--- src/rtl/gray_to_bin_stream.sv ---
// Streaming Gray-to-binary decoder with a single registered output stage.
// Optional consecutive-code step checker enabled by GRAY_STEP_CHECK_EN.
//
// Ports:
//   clk        - rising-edge clock
//   rst        - synchronous, active-high reset
//   in_valid   - gray_in holds a valid word
//   in_ready   - block can accept a word this cycle
//   gray_in    - Gray-coded input word (W bits)
//   out_valid  - bin_out holds a valid word
//   out_ready  - downstream accepts bin_out this cycle
//   bin_out    - decoded binary word (registered, W bits)
//   step_err   - (GRAY_STEP_CHECK_EN only) per-word step-violation flag
//   err_sticky - (GRAY_STEP_CHECK_EN only) sticky OR of all violations

module gray_to_bin_stream #(
    parameter int W = 3
) (
    input  logic         clk,
    input  logic         rst,
    input  logic         in_valid,
    output logic         in_ready,
    input  logic [W-1:0] gray_in,
    output logic         out_valid,
    input  logic         out_ready,
    output logic [W-1:0] bin_out
`ifdef GRAY_STEP_CHECK_EN
    ,
    output logic         step_err,
    output logic         err_sticky
`endif
);

    logic         out_valid_q;
    logic         out_valid_d;
    logic [W-1:0] bin_q;
    logic [W-1:0] bin_d;
    logic         accept;
    logic         drain;

    // The output register can take a new word whenever it is empty or
    // being emptied in this same cycle, which gives bubble-free throughput.
    assign in_ready = !out_valid_q || out_ready;
    assign accept   = in_valid && in_ready;
    assign drain    = out_valid_q && out_ready;

    // Each binary bit is the XOR of all Gray bits at or above it.
    always_comb begin
        bin_d = '0;
        bin_d[W-1] = gray_in[W-1];
        for (int i = W - 2; i >= 0; i--) begin
            bin_d[i] = bin_d[i+1] ^ gray_in[i];
        end
    end

    always_comb begin
        out_valid_d = out_valid_q;
        if (accept) begin
            out_valid_d = 1'b1;
        end else if (drain) begin
            out_valid_d = 1'b0;
        end
    end

    always_ff @(posedge clk) begin
        if (rst) begin
            out_valid_q <= 1'b0;
            bin_q       <= '0;
        end else begin
            out_valid_q <= out_valid_d;
            if (accept) begin
                bin_q <= bin_d;
            end
        end
    end

    assign out_valid = out_valid_q;
    assign bin_out   = bin_q;

`ifdef GRAY_STEP_CHECK_EN
    logic [W-1:0] prev_gray_q;
    logic         first_seen_q;
    logic         step_err_q;
    logic         err_sticky_q;
    logic [W-1:0] diff;
    logic         multi_bit;
    logic         viol;

    // More than one bit set <=> clearing the lowest set bit leaves a
    // nonzero value. Repeats (no change) and single-bit steps are legal.
    assign diff      = gray_in ^ prev_gray_q;
    assign multi_bit = |(diff & (diff - {{(W-1){1'b0}}, 1'b1}));
    assign viol      = first_seen_q && multi_bit;

    always_ff @(posedge clk) begin
        if (rst) begin
            prev_gray_q  <= '0;
            first_seen_q <= 1'b0;
            step_err_q   <= 1'b0;
            err_sticky_q <= 1'b0;
        end else if (accept) begin
            prev_gray_q  <= gray_in;
            first_seen_q <= 1'b1;
            step_err_q   <= viol;
            err_sticky_q <= err_sticky_q || viol;
        end
    end

    assign step_err   = step_err_q;
    assign err_sticky = err_sticky_q;
`endif

endmodule
--- config.mk ---
export PLATFORM = sky130hd
export DESIGN_NAME = gray_to_bin_stream
export DESIGN_NICKNAME = d
export VERILOG_FILES = /design/src/rtl/gray_to_bin_stream.sv
export SDC_FILE = /design/constraint.sdc
export NUM_CORES = 1
export LEC_CHECK = 0
export ABC_AREA = 1
export CAP_MARGIN = 25
export CORE_AREA = 2 2 39 41
export CTS_CLUSTER_DIAMETER = 50
export DETAILED_ROUTE_END_ITERATION = 10
export DIE_AREA = 0 0 41 43
export GPL_TIMING_DRIVEN = 1
export HOLD_SLACK_MARGIN = 0.15
export PLACE_DENSITY = 0.45
export SKIP_CTS_REPAIR_TIMING = 1
export SLEW_MARGIN = 20
export SYNTH_ARGS = -nofsm -noshare
export SYNTH_HDL_FRONTEND = slang
export SYNTH_SLANG_ARGS = --single-unit
--- constraint.sdc ---
create_clock -name clk -period 0.8 [get_ports clk]
set_input_delay 0.12 -clock clk [delete_from_list [all_inputs] [get_ports clk]]
set_output_delay 0.12 -clock clk [all_outputs]
set_load 0.01 [all_outputs]
==> results.sh <==
export IMPL_status="finished, violations left"
export IMPL_failed_checks="setup timing"
export IMPL_die_width_um=41
export IMPL_finalCoreUtilization_pct=30.7
export IMPL_regArea_um2=86.3
export IMPL_numPlacedInstances=59
export IMPL_slowest_delay_ns=0.35
export IMPL_post_route_period_util_pct=113
export IMPL_filler_cell_count=149
export IMPL_drive_gt1_share_pct=53.2
export IMPL_place_detailed_hpwl_um=367
export IMPL_diode_count=0
export IMPL_worstSkewPairLatency_ns=0.24
export IMPL_cell_area_after_synthesis_um2=233
export IMPL_ctsHtreeMaxLevel=1
export IMPL_timing_hold_worst_path_depth=3
export IMPL_vdd_ir_drop_worst_uv=334
export IMPL_gr_usage_met3_pct=3.14
export IMPL_finish_net_count=55
export IMPL_path_class="register to register"
export IMPL_timing_critical_path_max_delay_family="flip-flops"
export IMPL_holdCritPathClass="input pin to register"
export IMPL_die_y_um=43
export IMPL_ctsLongestPathBuffers=2
export IMPL_worst_case_reg_to_reg_path_depth=6
export IMPL_final_instance_count_excl_fill=63
export IMPL_critical_path_startpoint_type="register"
export IMPL_cts_buffers=3
export IMPL_critPathArrivalTime_ns=1.03
export IMPL_rsz_0062_raised_after_global_routing="yes"
export IMPL_cp_cell_sequence="nand2_4 -> buf_6 -> nand2_8 -> inv_6 -> o21ai_2 -> nor2_2"
export IMPL_worst_path_buf_inv=2
export IMPL_clock_skew_final_ns=0.00541
export IMPL_drt_pre_antenna_iters=2
export IMPL_boundaryPins=12
export IMPL_maximum_number_of_pins_on_one_net_before_global_route_repair=6
export IMPL_achievable_frequency_mhz=1110
export IMPL_hold_viol_final=0
export IMPL_final_max_slew_viol_count=0
export IMPL_globalRoute_busiestLayer="met2"
export IMPL_synth_cell_type_count=14
export IMPL_crit_path_top_delay_cell="sky130_fd_sc_hd__dfxtp_4"
export IMPL_grt_antenna_before_repair=0
export IMPL_finalCriticalPeriod_ns=0.905
export IMPL_mean_post_synth_cell_area_um2=7.76
export IMPL_globalRouteOverflowTotal=0
export IMPL_total_power_uw=678
export IMPL_area_occupied_by_multi_input_gates_um2=129
export IMPL_detail_route_iter0_violations=2
export IMPL_buffer_ports_inserted=11
export IMPL_drt_total_wl_um=504
export IMPL_detail_route_wl_per_cell_um=8.00
export IMPL_biggest_area_consumer_among_synthesized_cells="sky130_fd_sc_hd__dfxtp_1"
export IMPL_fp_dieArea_mm2=0.00176
export IMPL_yosysWarnings=0
export IMPL_area_of_the_core_region_mm2=0.00138
export IMPL_place_ws_ns=-0.528
export IMPL_route_detailed_vias_per_inst=3.67
export IMPL_detailroute_via_count=231
export IMPL_synth_seq_cells=4
export IMPL_post_synth_inst_count=30
export IMPL_power_per_unit_of_standard_cell_area_mw_per_mm2=1590
export IMPL_gp_congestion=0.657
export IMPL_seq_area_frac_synth_pct=34.4
export IMPL_cts_tree="built"
export IMPL_grt_util_met2_pct=8.13
export IMPL_yosysTopAreaCellShare_pct=34.4
export IMPL_maxCapViolCount=0
export IMPL_clock_tree_root_cell="sky130_fd_sc_hd__clkbuf_4"
export IMPL_power_leakage_uw=0.000230
export IMPL_tightestPinTransition_ns=0.201
export IMPL_net_count_after_synthesis=37
export IMPL_post_route_drc_count=0
export IMPL_grt_first_pass_wirelength_um=738
export IMPL_critPathRequiredTime_ns=0.93
export IMPL_num_rows=14
export IMPL_final_setup_worst_slack_ns=-0.105
export IMPL_syn2layout_area_growth_pct=82.8
export IMPL_drt_antenna_violating_nets=0
export IMPL_synth_top_cells_by_area="sky130_fd_sc_hd__dfxtp_1, sky130_fd_sc_hd__nand3_2, sky130_fd_sc_hd__nand2_4, sky130_fd_sc_hd__inv_1, sky130_fd_sc_hd__nand2_1"
export IMPL_final_setup_viol_count=5
export IMPL_path_length_in_cells_of_the_critical_path=6
export IMPL_initial_cell_density_of_the_core_pct=16.8
export IMPL_grt_pass1_vias=195
export IMPL_cts_sinks=4
export IMPL_critPathCaptureType="register"
export IMPL_clk_pin_slew_worst_paths_ns=0.04
export IMPL_max_slew_margin_rel_pct=86.5
export IMPL_gr_usage_met1_pct=7.37
export IMPL_grt_use_total_pct=6.72
export IMPL_worstPathMaxFanout=5
## per-layer routing
layer | vias up | wire [um]
met1 | 95 | 208
met5 | - | 0
met4 | 0 | 12
li1 | 125 | -
met2 | 9 | 217
met3 | 2 | 65
## metrics by stage
| stage | hold WS, ns | area [um^2] | TNS, ns |
|---|---|---|---|
| finish | 0.264 | 425 | -0.381 |
| global route | 0.299 | 425 | -0.636 |
| global placement | 0.474 | 382 | -2.63 |
| CTS | 0.487 | 408 | -2.71 |
| floorplan | 0.179 | 236 | 0 |
| detailed placement | 0.482 | 382 | -2.62 |
## tightest hold or removal path, cell delays in order
cell,delay [ns]
sky130_fd_sc_hd__dlymetal6s2s_1,0.17
sky130_fd_sc_hd__o21ai_1,0.10
sky130_fd_sc_hd__nor2_1,0.07
## area by class of cell
cell class,count,share of cell area (%)
Timing Repair Buffer,13,30.3
Multi-Input combinational cell,18,30.3
Tap cell,16,4.71
Sequential cell,4,20.3
Inverter,8,8.24
Clock buffer,4,6.18
## final timing paths
| path | start | endpoint | slack (ns) |
|---|---|---|---|
| min reg2reg | bin_out[2] | bin_out[2] | 0.49 |
| max | out_valid | bin_out[1] | -0.10 |
| min | gray_in[2] | bin_out[2] | 0.26 |
| max reg2reg | out_valid | bin_out[1] | -0.10 |
## placed cells by master, fill, tap and decap left out, types with 2 or more instances in the layout
master	n
sky130_fd_sc_hd__clkdlybuf4s50_1	4
sky130_fd_sc_hd__nand2_1	4
sky130_fd_sc_hd__dfxtp_2	2
sky130_fd_sc_hd__nor2_1	2
sky130_fd_sc_hd__inv_2	3
sky130_fd_sc_hd__a21oi_1	2
sky130_fd_sc_hd__dlymetal6s2s_1	3
sky130_fd_sc_hd__nand3_2	3
sky130_fd_sc_hd__buf_2	2
sky130_fd_sc_hd__inv_1	4
sky130_fd_sc_hd__buf_6	3
sky130_fd_sc_hd__clkbuf_4	3
## synthesized netlist by cell type
library cell              number
sky130_fd_sc_hd__a21oi_1       2
sky130_fd_sc_hd__inv_2         3
sky130_fd_sc_hd__dfxtp_1       4
sky130_fd_sc_hd__inv_4         1
sky130_fd_sc_hd__nand3_2       3
sky130_fd_sc_hd__inv_1         4
sky130_fd_sc_hd__nand2_2       1
sky130_fd_sc_hd__nand2_4       2
sky130_fd_sc_hd__o21ai_0       1
sky130_fd_sc_hd__o21ai_2       1
sky130_fd_sc_hd__a21oi_2       1
sky130_fd_sc_hd__nor2_2        1
sky130_fd_sc_hd__nor2_1        2
sky130_fd_sc_hd__nand2_1       4
## kinds of logic after synthesis
kind of cell	synth area share [%]
AND/OR/NAND/NOR	37.6
flip-flops	34.4
AO/OA/AOI/OAI	14.0
buffers and inverters	14.0
## state kept, by name (all words and copies together), names as in the netlist
name and flops:
out_valid 1, bin_out 3
## power by group
part / leakage [uW] / internal, uW / switching [uW] / total (uW)
registers: 0.0000344 / 218 / 10.3 / 228
clock network: 0.0000150 / 188 / 94.1 / 282
logic: 0.000181 / 89.3 / 78.2 / 168
total: 0.000230 / 495 / 183 / 678
Note: power is estimated with default switching activity, not from simulation.
